`src/rtl/ctrl_pkg.sv`:
```
// Shared encodings for the pipelined RV32I control path: opcodes, ALU/ImmSrc/ResultSrc codes, ctrl bundle layout.
// Latency: n/a (declarations only).
// Backpressure: n/a.
package ctrl_pkg;

    localparam logic [6:0] OP_R      = 7'b0110011;
    localparam logic [6:0] OP_I      = 7'b0010011;
    localparam logic [6:0] OP_LOAD   = 7'b0000011;
    localparam logic [6:0] OP_STORE  = 7'b0100011;
    localparam logic [6:0] OP_BRANCH = 7'b1100011;
    localparam logic [6:0] OP_JAL    = 7'b1101111;
    localparam logic [6:0] OP_JALR   = 7'b1100111;
    localparam logic [6:0] OP_LUI    = 7'b0110111;
    localparam logic [6:0] OP_AUIPC  = 7'b0010111;

    localparam logic [3:0] ALU_ADD  = 4'd0;
    localparam logic [3:0] ALU_SUB  = 4'd1;
    localparam logic [3:0] ALU_AND  = 4'd2;
    localparam logic [3:0] ALU_OR   = 4'd3;
    localparam logic [3:0] ALU_XOR  = 4'd4;
    localparam logic [3:0] ALU_SLT  = 4'd5;
    localparam logic [3:0] ALU_SLTU = 4'd6;
    localparam logic [3:0] ALU_SLL  = 4'd7;
    localparam logic [3:0] ALU_SRL  = 4'd8;
    localparam logic [3:0] ALU_SRA  = 4'd9;

    localparam logic [2:0] IMM_I = 3'b000;
    localparam logic [2:0] IMM_S = 3'b001;
    localparam logic [2:0] IMM_B = 3'b010;
    localparam logic [2:0] IMM_J = 3'b011;
    localparam logic [2:0] IMM_U = 3'b100;

    localparam logic [1:0] RES_ALU = 2'b00;
    localparam logic [1:0] RES_MEM = 2'b01;
    localparam logic [1:0] RES_PC4 = 2'b10;

    // E-stage bundle layout
    localparam int E_REGWRITE = 0;
    localparam int E_MEMWRITE = 1;
    localparam int E_BRANCH   = 2;
    localparam int E_JUMP     = 3;
    localparam int E_JALR     = 4;
    localparam int E_ALUSRC   = 5;
    localparam int E_ILLEGAL  = 6;
    localparam int E_RES      = 7;
    localparam int E_ALU      = 9;
    localparam int E_F3       = 13;
    localparam int E_W        = 16;

    // M-stage and W-stage bundle layouts
    localparam int M_REGWRITE = 0;
    localparam int M_MEMWRITE = 1;
    localparam int M_RES      = 2;
    localparam int M_W        = 4;
    localparam int W_REGWRITE = 0;
    localparam int W_RES      = 1;
    localparam int W_W        = 3;

    // SUB only exists for R-type; SRA for both R and I shifts
    function automatic logic [3:0] alu_decode(input logic [2:0] f3, input logic f7b5, input logic is_r);
        logic [3:0] op;
        case (f3)
            3'b000:  op = (is_r && f7b5) ? ALU_SUB : ALU_ADD;
            3'b001:  op = ALU_SLL;
            3'b010:  op = ALU_SLT;
            3'b011:  op = ALU_SLTU;
            3'b100:  op = ALU_XOR;
            3'b101:  op = f7b5 ? ALU_SRA : ALU_SRL;
            3'b110:  op = ALU_OR;
            default: op = ALU_AND;
        endcase
        return op;
    endfunction

endpackage

```
`src/rtl/branch_resolver.sv`:
```
// Resolves RV32I branch conditions and jumps from E-stage state into PCSrcE.
// Latency: combinational.
// Backpressure: none; pure function of its inputs.
module branch_resolver #(
    parameter bit BRANCH_EXT = 1'b1
) (
    input  logic [2:0] funct3E,
    input  logic       ZeroE,
    input  logic       NegE,
    input  logic       OvfE,
    input  logic       CarryE,
    input  logic       BranchE,
    input  logic       JumpE,
    output logic       PCSrcE
);

    logic taken;
    logic lt;

    assign lt = NegE ^ OvfE;

    always_comb begin
        taken = 1'b0;
        case (funct3E)
            3'b000:  taken = ZeroE;
            3'b001:  taken = !ZeroE;
            3'b100:  taken = BRANCH_EXT && lt;
            3'b101:  taken = BRANCH_EXT && !lt;
            3'b110:  taken = BRANCH_EXT && !CarryE;
            3'b111:  taken = BRANCH_EXT && CarryE;
            default: taken = 1'b0;
        endcase
    end

    assign PCSrcE = JumpE | (BranchE & taken);

endmodule

```
`src/rtl/pipelined_control_unit.sv`:
```
// RV32I control unit: decodes in D and carries the ctrl bundle through E/M/W registers.
// Latency: D->E, E->M, M->W one cycle each; PCSrcE combinational from E state.
// Backpressure: no stalls; FlushE replaces the D->E capture with a bubble.
module pipelined_control_unit
    import ctrl_pkg::*;
#(
    parameter int RESULTSRC_W = 2,
    parameter int ALUCTRL_W   = 4,
    parameter bit BRANCH_EXT  = 1'b1
) (
    input  logic                   clk,
    input  logic                   rst,
    input  logic [6:0]             OpD,
    input  logic [2:0]             funct3D,
    input  logic [6:0]             funct7D,
    input  logic                   FlushE,
    input  logic                   ZeroE,
    input  logic                   NegE,
    input  logic                   OvfE,
    input  logic                   CarryE,
    output logic [2:0]             ImmSrcD,
    output logic [ALUCTRL_W-1:0]   ALUControlE,
    output logic                   ALUSrcE,
    output logic [RESULTSRC_W-1:0] ResultSrcE,
    output logic                   RegWriteM,
    output logic                   MemWriteM,
    output logic                   RegWriteW,
    output logic [RESULTSRC_W-1:0] ResultSrcW,
    output logic                   PCSrcE,
    output logic                   JalrE,
    output logic                   IllegalE
);

    logic [E_W-1:0] dec_e;
    logic [E_W-1:0] e_q;
    logic [M_W-1:0] m_q;
    logic [W_W-1:0] w_q;
    logic           unused_f7;

    assign unused_f7 = ^{funct7D[6], funct7D[4:0]};

    always_comb begin
        dec_e             = '0;
        ImmSrcD           = IMM_I;
        dec_e[E_F3 +: 3]  = funct3D;
        dec_e[E_ALU +: 4] = ALU_ADD;
        case (OpD)
            OP_R: begin
                dec_e[E_REGWRITE] = 1'b1;
                dec_e[E_ALU +: 4] = alu_decode(funct3D, funct7D[5], 1'b1);
            end
            OP_I: begin
                dec_e[E_REGWRITE] = 1'b1;
                dec_e[E_ALUSRC]   = 1'b1;
                dec_e[E_ALU +: 4] = alu_decode(funct3D, funct7D[5], 1'b0);
            end
            OP_LOAD: begin
                dec_e[E_REGWRITE] = 1'b1;
                dec_e[E_ALUSRC]   = 1'b1;
                dec_e[E_RES +: 2] = RES_MEM;
            end
            OP_STORE: begin
                dec_e[E_MEMWRITE] = 1'b1;
                dec_e[E_ALUSRC]   = 1'b1;
                ImmSrcD           = IMM_S;
            end
            OP_BRANCH: begin
                dec_e[E_BRANCH]   = 1'b1;
                dec_e[E_ALU +: 4] = ALU_SUB;
                ImmSrcD           = IMM_B;
            end
            OP_JAL: begin
                dec_e[E_REGWRITE] = 1'b1;
                dec_e[E_JUMP]     = 1'b1;
                dec_e[E_RES +: 2] = RES_PC4;
                ImmSrcD           = IMM_J;
            end
            OP_JALR: begin
                dec_e[E_REGWRITE] = 1'b1;
                dec_e[E_JUMP]     = 1'b1;
                dec_e[E_JALR]     = 1'b1;
                dec_e[E_ALUSRC]   = 1'b1;
                dec_e[E_RES +: 2] = RES_PC4;
            end
            OP_LUI, OP_AUIPC: begin
                dec_e[E_REGWRITE] = 1'b1;
                dec_e[E_ALUSRC]   = 1'b1;
                ImmSrcD           = IMM_U;
            end
            default: begin
                dec_e[E_ILLEGAL]  = 1'b1;
            end
        endcase
    end

    always_ff @(posedge clk or negedge rst) begin
        if (!rst) begin
            e_q <= '0;
            m_q <= '0;
            w_q <= '0;
        end else begin
            e_q <= FlushE ? '0 : dec_e;
            m_q <= {e_q[E_RES +: 2], e_q[E_MEMWRITE], e_q[E_REGWRITE]};
            w_q <= {m_q[M_RES +: 2], m_q[M_REGWRITE]};
        end
    end

    always_comb begin
        ALUControlE        = '0;
        ALUControlE[3:0]   = e_q[E_ALU +: 4];
        ResultSrcE         = '0;
        ResultSrcE[1:0]    = e_q[E_RES +: 2];
        ResultSrcW         = '0;
        ResultSrcW[1:0]    = w_q[W_RES +: 2];
    end

    assign ALUSrcE   = e_q[E_ALUSRC];
    assign JalrE     = e_q[E_JALR];
    assign IllegalE  = e_q[E_ILLEGAL];
    assign RegWriteM = m_q[M_REGWRITE];
    assign MemWriteM = m_q[M_MEMWRITE];
    assign RegWriteW = w_q[W_REGWRITE];

    branch_resolver #(.BRANCH_EXT(BRANCH_EXT)) u_branch (
        .funct3E (e_q[E_F3 +: 3]),
        .ZeroE   (ZeroE),
        .NegE    (NegE),
        .OvfE    (OvfE),
        .CarryE  (CarryE),
        .BranchE (e_q[E_BRANCH]),
        .JumpE   (e_q[E_JUMP]),
        .PCSrcE  (PCSrcE)
    );

endmodule

```
`config.mk`:
```
export PLATFORM = sky130hd
export DESIGN_NAME = pipelined_control_unit
export DESIGN_NICKNAME = d
export VERILOG_FILES = /design/src/rtl/ctrl_pkg.sv /design/src/rtl/branch_resolver.sv /design/src/rtl/pipelined_control_unit.sv
export SDC_FILE = /design/constraint.sdc
export NUM_CORES = 1
export LEC_CHECK = 0
export CORE_UTILIZATION = 40
export CTS_BUF_LIST = sky130_fd_sc_hd__clkbuf_8
export CTS_CLUSTER_DIAMETER = 120
export DETAILED_ROUTE_END_ITERATION = 7
export PLACE_DENSITY = 0.76
export SLEW_MARGIN = 15
export SYNTH_ARGS = -nofsm -noshare
export SYNTH_HDL_FRONTEND = slang
export SYNTH_SLANG_ARGS = --single-unit
```
`constraint.sdc`:
```
create_clock -name clk -period 2.23 [get_ports clk]
set_clock_uncertainty 0.1 [all_clocks]
set_input_delay 0.669 -clock clk [delete_from_list [all_inputs] [get_ports clk]]
set_output_delay 0.669 -clock clk [all_outputs]
set_load 0.02 [all_outputs]
```
# Yosys cells after proc, flatten, opt, wreduce, memory -nomap -nowiden
# Index checks and enable logic that the tools add are counted.
[totals]
register_bits = 23
input_bits = 24
output_inout_bits = 18
wordCells = 52
[op_classes]
n_eq_ne = 20
n_mux = 16
n_bitwise = 3
reduce_logical = 10
[ops]
columns = ["op", "n"]
rows = [
  ["$pmux 4 s7", 2],
  ["$eq 3x3->1 const B", 7],
  ["$eq 7x6->1 const B", 3],
  ["$eq 7x7->1 const B", 3],
  ["$mux 16", 1],
  ["$eq 7x5->1 const B", 2],
  ["$pmux 3 s4", 1],
  ["$pmux 4 s3", 1],
  ["$mux 1", 9],
  ["$reduce_or 9->1", 1],
  ["$eq 7x2->1 const B", 1],
  ["$reduce_or 7->1", 1],
  ["$eq 3x1->1 const B", 2],
  ["$eq 3x2->1 const B", 2],
  ["$logic_not 3->1", 2],
  ["$pmux 1 s6", 1],
  ["$reduce_or 6->1", 1],
  ["$pmux 2 s2", 1],
  ["$reduce_or 2->1", 2],
  ["$logic_not 1->1", 3],
  ["$and 1x1->1", 1],
  ["$or 1x1->1", 1],
  ["$xor 1x1->1", 1],
]

# Depth between registers and ports, before layout
[logic_depth]
word_depth = 5
mapped_depth = 5
ltp_nobuf = 4

# Hierarchy
# From an unflattened synthesis, not the netlist that was laid out.
[unflattened]
hier_cells = 86
hier_area_um2 = 1016.0
[by_module_without_submodules]
columns = ["mod", "instances", "cells_per_inst", "area_per_inst_um2", "seq_area_each_um2"]
rows = [
  ["pipelined_control_unit", 1, 77, 934.6, 550.5],
  ["branch_resolver", 1, 9, 81.3, 0.0],
]

# Worst setup path before layout
# OpenSTA, ideal clock, no wires.
[synth_timing]
path_type = "input-to-output"
startpoint = "input port OpD[2]"
endpoint = "output port ImmSrcD[0]"
arrival_ps = 1697
path_slack_ps = -236
stages = 3
n_path_buf = 1
cell_sequence = "buf_2 or3_1 a21boi_0"
[synth_between]
elab_chain_len = 3
word_cells_on_any_way = 7
classes_between = "eq/ne: 5; mux: 1; reduce/logical: 1"
[synth_lines]
columns = ["item", "line", "text"]
rows = [
  ["start, declared", "pipelined_control_unit.sv:13", "input logic [6:0] OpD,"],
  ["$eq 7x6->1 or $eq 7x5->1 (tied branches)", "pipelined_control_unit.sv:47", "case (OpD)"],
  ["$reduce_or 2->1", "pipelined_control_unit.sv:47", ""],
  ["$pmux 3 s4 *", "pipelined_control_unit.sv:47", ""],
  ["end, declared", "pipelined_control_unit.sv:21", "output logic [2:0] ImmSrcD,"],
]
# Every way passes the cells marked *; elsewhere a longest branch is shown, timed or not.

# Worst setup path after layout
[layout_timing]
startpoint = "input port ZeroE"
endpoint = "output port PCSrcE"
[layout_between]
elab_chain_len = 4
[layout_lines]
columns = ["item", "line", "text"]
rows = [
  ["start, declared", "pipelined_control_unit.sv:17", "input logic ZeroE,"],
  ["$logic_not 1->1", "branch_resolver.sv:26", "3'b001: taken = !ZeroE;"],
  ["$pmux 1 s6 *", "branch_resolver.sv:24", "case (funct3E)"],
  ["$and 1x1->1 *", "branch_resolver.sv:35", "assign PCSrcE = JumpE | (BranchE & taken);"],
  ["$or 1x1->1 *", "branch_resolver.sv:35", ""],
  ["end, declared", "pipelined_control_unit.sv:29", "output logic PCSrcE,"],
]
# Marked as above.

==> results.py <==
metrics = {
    "run_status": {
        "outcome": "finished, final reports clean",
    },
    "global_routing": {
        "grt_pass1_wl_um": 3463,
        "overflow": 0,
        "first_global_vias": 757,
        "use_met2": 0.3026,
        "antenna_found_initial": 0,
        "grt_max_degree": 23,
        "grt_util_met3": 0.02679,
        "top_usage_layer": "met2",
        "use_met1": 0.2379,
        "grt.total_usage": 0.1819,
    },
    "cts": {
        "numCtsBuffers": 3,
        "path_clk_slew_ns": 0.07,
        "postCtsSetupRepairBufs": 0,
        "cts_sinks": 22,
        "cts_max_path_buffers": 2,
        "clock_latency_ns": 0.25,
        "cts_root_buf": "clkbuf_8",
        "cts_tree": "done",
        "cts_max_level": 1,
    },
    "timing": {
        "drv_slew": 0,
        "setup_violations": 0,
        "grt_setup_unrepaired": "yes",
        "finalCriticalPeriod_ns": 2.213,
        "hold_viol": 0,
        "slew_headroom": 0.8117,
        "fmax_ghz": 0.4519,
        "min_period_over_period": 0.9924,
        "tightest_slew_ns": 0.2799,
        "fin_hold_ws_ns": 0.2516,
        "fin_tns_setup_ns": 0,
    },
    "final_layout": {
        "drive_gt1_frac": 0.2519,
        "n_fill_cell": 197,
        "regArea_sq_um": 550.5,
        "syn_to_final_growth_pct": 46.74,
        "multi_input_area_sq_um": 357.8,
        "n_antenna_cell": 0,
        "nets": 156,
    },
    "logic_synthesis": {
        "synth.largest_area_cell": "dfrtp_1",
        "async_reset_ff_frac": 1.000,
        "synth_fp_nets": 115,
        "ys.flop_type": "dfrtp_1",
        "avgSynthCellArea_sq_um": 10.56,
        "synth_edf_count": 0,
        "synth_cell_types": 31,
        "synth_warnings": 0,
        "yosys-top-cells-area": "dfrtp_1 (57%), buf_4 (4.7%), nor2_1 (4.3%)",
        "seq_area_frac_synth": 0.5729,
        "ys_ff_latch": 22,
        "netlist_instances": 91,
        "synth_area_sq_um": 960.9,
        "synthDominantCellAreaShare": 0.5729,
    },
    "worst_hold_path": {
        "hold_path_startpoint": "m_q[2]",
        "min_path_type": "reg -> reg",
        "hold_path_depth": 0,
        "hold_end": "w_q[1]",
    },
    "worst_setup_path": {
        "worstPathCellList": "dlygate4sd2_1 > xor2_1 > a31oi_1 > o21ai_1 > buf_4",
        "start_kind": "input port",
        "worstPathMaxFanout": 1,
        "crit_arrival_ns": 1.44,
        "rrSetupSlack_ns": 1.61,
        "cp.required_ns": 1.46,
        "crit_type": "in -> out",
        "cp_num_buf_inv": 2,
        "reg2reg_from": "e_q[8]",
        "critical_path.max_stage_delay_ns": 0.25,
        "path_delay_family": "buffers and inverters",
        "worst-path-stages": 5,
        "worst_path_max_delay_cell": "dlygate4sd2_1",
        "reg2reg_to": "m_q[3]",
        "endpoint_kind": "output pin",
        "reg2regPathDepth": 0,
    },
    "routing": {
        "antenna_left": 0,
        "drt-initial-drc-count": 7,
        "wl_per_cell_um": 12.50,
        "drt_wl_total_um": 1987,
        "drt_pass1_iterations": 4,
        "via_per_inst": 5.044,
        "vias": 802,
        "drcViolationCount": 0,
    },
    "pwr": {
        "p_seq_frac": 0.465,
        "vdd_drop_max_v": 0.0004095,
        "clkPwrFrac": 0.408,
        "swShare": 0.2026,
        "net-switching-power_mw": 0.1776,
        "p_int_mw": 0.6987,
        "p_total_mw": 0.8763,
        "leakage_nw": 0.6428,
        "power.density_nw_per_um2": 621.5,
        "power_frac_comb": 0.127,
    },
    "floorplanning": {
        "io_pins": 42,
        "die_area_sq_um": 2603,
        "start_util": 0.4303,
        "die_h_um": 51.02,
        "core-area_sq_um": 2233,
        "rows": 17,
        "die_x_um": 51.02,
    },
    "placed_design": {
        "place.gp.congestion": 0.8171,
        "hpwlAfterDp_um": 1488,
        "io_buffers": 35,
    },
    "job": {
        "maxCapViolCount": 0,
    },
}
-- what timing repair did --
| action | CTS | global route |
|---|---|---|
| pin swaps | 8 | 3 |
| resized for setup | 58 | 2 |
| hold buffers | 0 | 0 |
| endpoints found under the setup margin | 4 | 4 |
-- metrics by stage --
stage,cell area [sq um],utilization,cells,setup slack [ns]
floorplan,964.7,-,91,-0.0007242
global placement,1370,0.6134,155,-0.8104
detailed placement,1370,0.6134,155,-0.8805
CTS,1414,0.6331,159,-0.002999
global route,1410,0.6314,159,-0.04830
finish,1410,0.6314,159,0.01690
-- flip-flops by register name, indices dropped and copies added (netlist names) --
register  cells
m_q           4
e_q          15
w_q           3
-- logic make-up (layout without fill, tap and decap cells) --
family | count (synthesis) | count (layout) | synth area share
compound gates | 15 | 15 | 0.1015
xor+xnor | 5 | 5 | 0.04558
buf+inv | 12 | 52 | 0.07291
flops | 22 | 22 | 0.5729
simple gates | 37 | 37 | 0.2070
-- final cells by class --
| type | instances | share of cell area |
|---|---|---|
| flip-flops and latches | 22 | 0.3904 |
| well taps | 28 | 0.02484 |
| inverters | 2 | 0.005324 |
| multi-input cells | 57 | 0.2538 |
| repair buffers | 46 | 0.2751 |
| clock buffers | 3 | 0.02928 |
| clock inverters | 1 | 0.02130 |
-- Yosys cell counts, types with 2 or more instances --
master,number
buf_2,2
buf_4,6
nand2_1,5
xnor2_1,2
a211oi_1,2
clkbuf_1,2
nor3b_1,2
nor4_1,2
xor2_1,3
nor2_1,11
a21oi_1,3
a31oi_1,2
nor2b_1,2
o21ai_0,5
nor3_1,5
dfrtp_1,22
-- power by group through the flow --
stage	combinational, mW	clock, mW	sequential, mW
2_1_floorplan	0.0431	0	0.418
3_3_place_gp	0.112	0	0.415
3_5_place_dp	0.116	0	0.416
4_1_cts	0.112	0.365	0.408
5_1_grt	0.123	0.382	0.408
6_report	0.111	0.357	0.408
-- worst max-delay path by stage --
| stage | startpoint | to |
|---|---|---|
| floorplan | OpD[2] | ImmSrcD[0] |
| global placement | OpD[1] | ImmSrcD[0] |
| detailed placement | OpD[1] | ImmSrcD[0] |
| CTS | NegE | PCSrcE |
| global route | OvfE | PCSrcE |
| finish | ZeroE | PCSrcE |
-- layer usage --
metal / part of all wire / routed length (um) / vias up
li1: - / - / 389
met3: 0.046 / 92 / 2
met5: 0 / 0 / -
met1: 0.43 / 851 / 383
met2: 0.51 / 1018 / 28
met4: 0.012 / 24 / 0
-- cell usage in the layout (no fill, tap or decap), drive strengths merged --
cell type      netlist  final
a211oi               3      3
nand4                1      1
nand2b               1      1
nor4bb               1      1
clkdlybuf4s50        0     20
a21boi               1      1
nand2                5      5
and3                 1      1
dlygate4sd2          0      2
xor2                 3      3
clkbuf               2      4
or3                  1      1
dfrtp               22     22
nor2b                2      2
nor3b                2      2
xnor2                2      2
buf                  8     22
nor2                11     11
o21ai                5      5
nand4b               1      1
nand3                1      1
inv                  2      2
nand3b               1      1
nor4b                1      1
a21oi                3      3
and2b                1      1
a31oi                2      2
clkdlybuf4s15        0      1
nor3                 5      5
nor4                 2      2
bufinv               0      1
a221o                1      1
Power figures use the tool's default switching activity.
==> variant, RTL diff (same settings) <==
Reset style: synchronous (`rst`), changed in one clocked block.
--- a/src/rtl/pipelined_control_unit.sv
+++ b/src/rtl/pipelined_control_unit.sv
@@ -93,7 +93,7 @@
         endcase
     end
 
-    always_ff @(posedge clk or negedge rst) begin
+    always_ff @(posedge clk) begin
         if (!rst) begin
             e_q <= '0;
             m_q <= '0;
Check against the original RTL: differs if rst is asserted again (counterexample within 4 cycles, from zero or initial values and one cycle with rst low); with rst held inactive, the same outputs for 10 cycles.
==> variant against the original RTL <==
  * The run now ends with negative setup slack left
  * Routed wire length increased by 22%
  * Synthesized cell count increased by 13%
  * Setup slack got worse by 0.18 ns
  * Hold slack improved by 0.085 ns
  * Register-to-register slack got worse by 0.04 ns
  * Power decreased by 10%
  * Area after synthesis increased by 3.0%
  * Combinational power increased by 16%
  * First-iteration DRC count increased by 86%
  * Design area increased by 14%
  * Core utilization increased by 7.7 points
  * Sequential cell count increased by 1
==> variant: results (changes against the original RTL) <==
stage;metric;value;unit;change
worst_setup_path;cp_top_family;simple AND/OR/NAND/NOR gates;;was buffers and inverters
clock_tree;path_clk_slew;0.07;ns;about the same
place;dp.cells;180;;was 155
route;firstDrtPassIters;4;;unchanged
run_status;violations;negative setup slack;;
place;place.gp.congestion;0.863;;was 0.817
clock_tree;cts_buffers;3;;unchanged
route;drcViolationCount;0;;unchanged
place;dp_hpwl;1760;microns;was 1490 microns
final_layout;nFillCells;170;;was 197
route;vias_per_cell;4.88;;was 5.04
synthesis;synth_xor_xnor_area_share;3.54;%;was 4.56%
worst_setup_path;cp.arrival;1.62;ns;was 1.44 ns
flow_run;drv_cap;0;;unchanged
sta;setup_viol;2;;was 0
synthesis;synth_common_cells;23 x dfxtp_1, 11 x and2_1, 8 x nor2_1;;was 22 x dfrtp_1, 11 x nor2_1, 6 x buf_4
synthesis;async_flop_share;0;%;was 100%
run_status;status;complete, but fails checks;;was completed
synthesis;ys_types;35;;was 31
sta;worst_slack;-0.163;ns;was 0.0169 ns
route;routed_wl;2430;microns;was 1990 microns
synthesis;syn_inst;103;;was 91
clock_tree;clockBufferDepth;2;;unchanged
clock_tree;clockRootBuffer;clkbuf_8;;unchanged
global_routing;grt_pass1_vias;886;;was 757
synthesis;muxShareOfSynthArea;1.01;%;was 0%
synthesis;synth_area_leaders;dfxtp_1 47%, and2_1 7.0%, buf_4 4.6%, xor2_1 3.5%, nand2b_1 3.2%;;was dfrtp_1 57%, buf_4 4.7%, nor2_1 4.3%, xor2_1 2.7%, nor3_1 2.6%
place;pre_cts_ws;-0.929;ns;was -0.880 ns
clock_tree;cts_max_level;1;;unchanged
global_routing;grt_pass1_wl;3560;microns;was 3460 microns
final_layout;drive_gt1_share;35.8;%;was 25.2%
global_routing;grt_antenna_before_repair;0;;unchanged
synthesis;synth_fa_ha_area_share;0;%;unchanged
final_layout;finalNetCount;187;;was 156
synthesis;mappedNetlistNets;127;;was 115
global_routing;grtUsageTotal;18.1;%;was 18.2%
final_layout;antennaDiodeCount;0;;unchanged
power_and_ir_drop;vdd.ir_drop.worst;0.000353;V;was 0.000410 V
place;io_buffers;35;;unchanged
synthesis;synth-seq-area-share;46.5;%;was 57.3%
final_layout;reg_top3;e_q: 16 flops, m_q: 4 flops, w_q: 3 flops;;was e_q: 15 flops, m_q: 4 flops, w_q: 3 flops
worst_setup_path;slowest_stage;or3b_4;;was dlygate4sd2_1
hold_path;hp-class;reg -> reg;;unchanged
synthesis;synth_compound_area_share;9.73;%;was 10.2%
route;num_vias;927;;was 802
power_and_ir_drop;p_leak;0.678;nW;was 0.643 nW
synthesis;synth_warnings;0;;unchanged
worst_setup_path;crit_fanout;2;;was 1
sta;slew_headroom;73.5;%;was 81.2%
worst_setup_path;max_stage_delay;0.40;ns;was 0.25 ns
clock_tree;clock_latency;0.25;ns;about the same
route;drt_iter0_markers;13;;was 7
global_routing;grt_start_max_net_pins;13;;was 23
variant: cell count changes in the layout (fill, tap and decap cells not counted), moves of 3 or more:
cell      before  now
dfrtp_1       22    0
a21oi_1        3    0
buf_2          7    2
buf_6          2    8
buf_4         13   28
nand2b_1       1    4
nor2_1        11    8
and2_1         0   11
dfxtp_1        0   23
variant: path summary, 6_finish.rpt:
kind,cells after the start,slack [ns],startpoint,end
worst max-delay path,5,-0.16,OvfE,PCSrcE
worst min-delay path,1,0.34,m_q[3],w_q[2]
worst max register to register,1,1.57,e_q[8],m_q[3]
worst min register to register,1,0.34,m_q[3],w_q[2]
variant: logic make-up after synthesis:
group / after synthesis
buffers and inverters: 9
XOR/XNOR: 4
flip-flops: 23
AO/OA/AOI/OAI: 12
multiplexers: 1
AND/OR/NAND/NOR: 54
variant: power breakdown:
group	total, mW	internal [mW]	leakage, nW	switching [mW]
Combinational	0.129	0.0719	0.466	0.0566
Clock	0.241	0.122	0.0269	0.119
Sequential	0.416	0.415	0.186	0.00189
Total	0.786	0.609	0.678	0.177
variant: repair_timing:
action / 4_1_cts / 5_1_grt
setup buffers: 5 / 1
pin swaps: 8 / 5
gates resized for setup: 57 / 9
setup endpoints to repair: 8 / 4
hold buffers: 0 / 0
variant: cell type report:
class	count	share of cell area [%]
Timing Repair Buffer	63	33.9
Multi-Input combinational cell	71	32.4
Sequential cell	23	28.5
Clock buffer	3	2.56
Tap cell	28	2.17
Clock inverter	1	0.233
Inverter	1	0.233
variant: through the flow:
| stage | instance area [sq um] | power, mW | setup TNS [ns] |
|---|---|---|---|
| floorplan | 1010 | 0.468 | -0.0543 |
| global placement | 1500 | 0.541 | -4.84 |
| detailed placement | 1500 | 0.545 | -5.01 |
| CTS | 1580 | 0.782 | -0.281 |
| global route | 1610 | 0.818 | -0.264 |
| finish | 1610 | 0.786 | -0.218 |
variant: layer usage:
metal	wire (microns)	global-route usage, %	part of all wire [%]
met3	94	1.75	3.9
met1	946	17.6	39
met2	1350	37.4	56
met4	36	8.11	1.5
met5	0	0	0
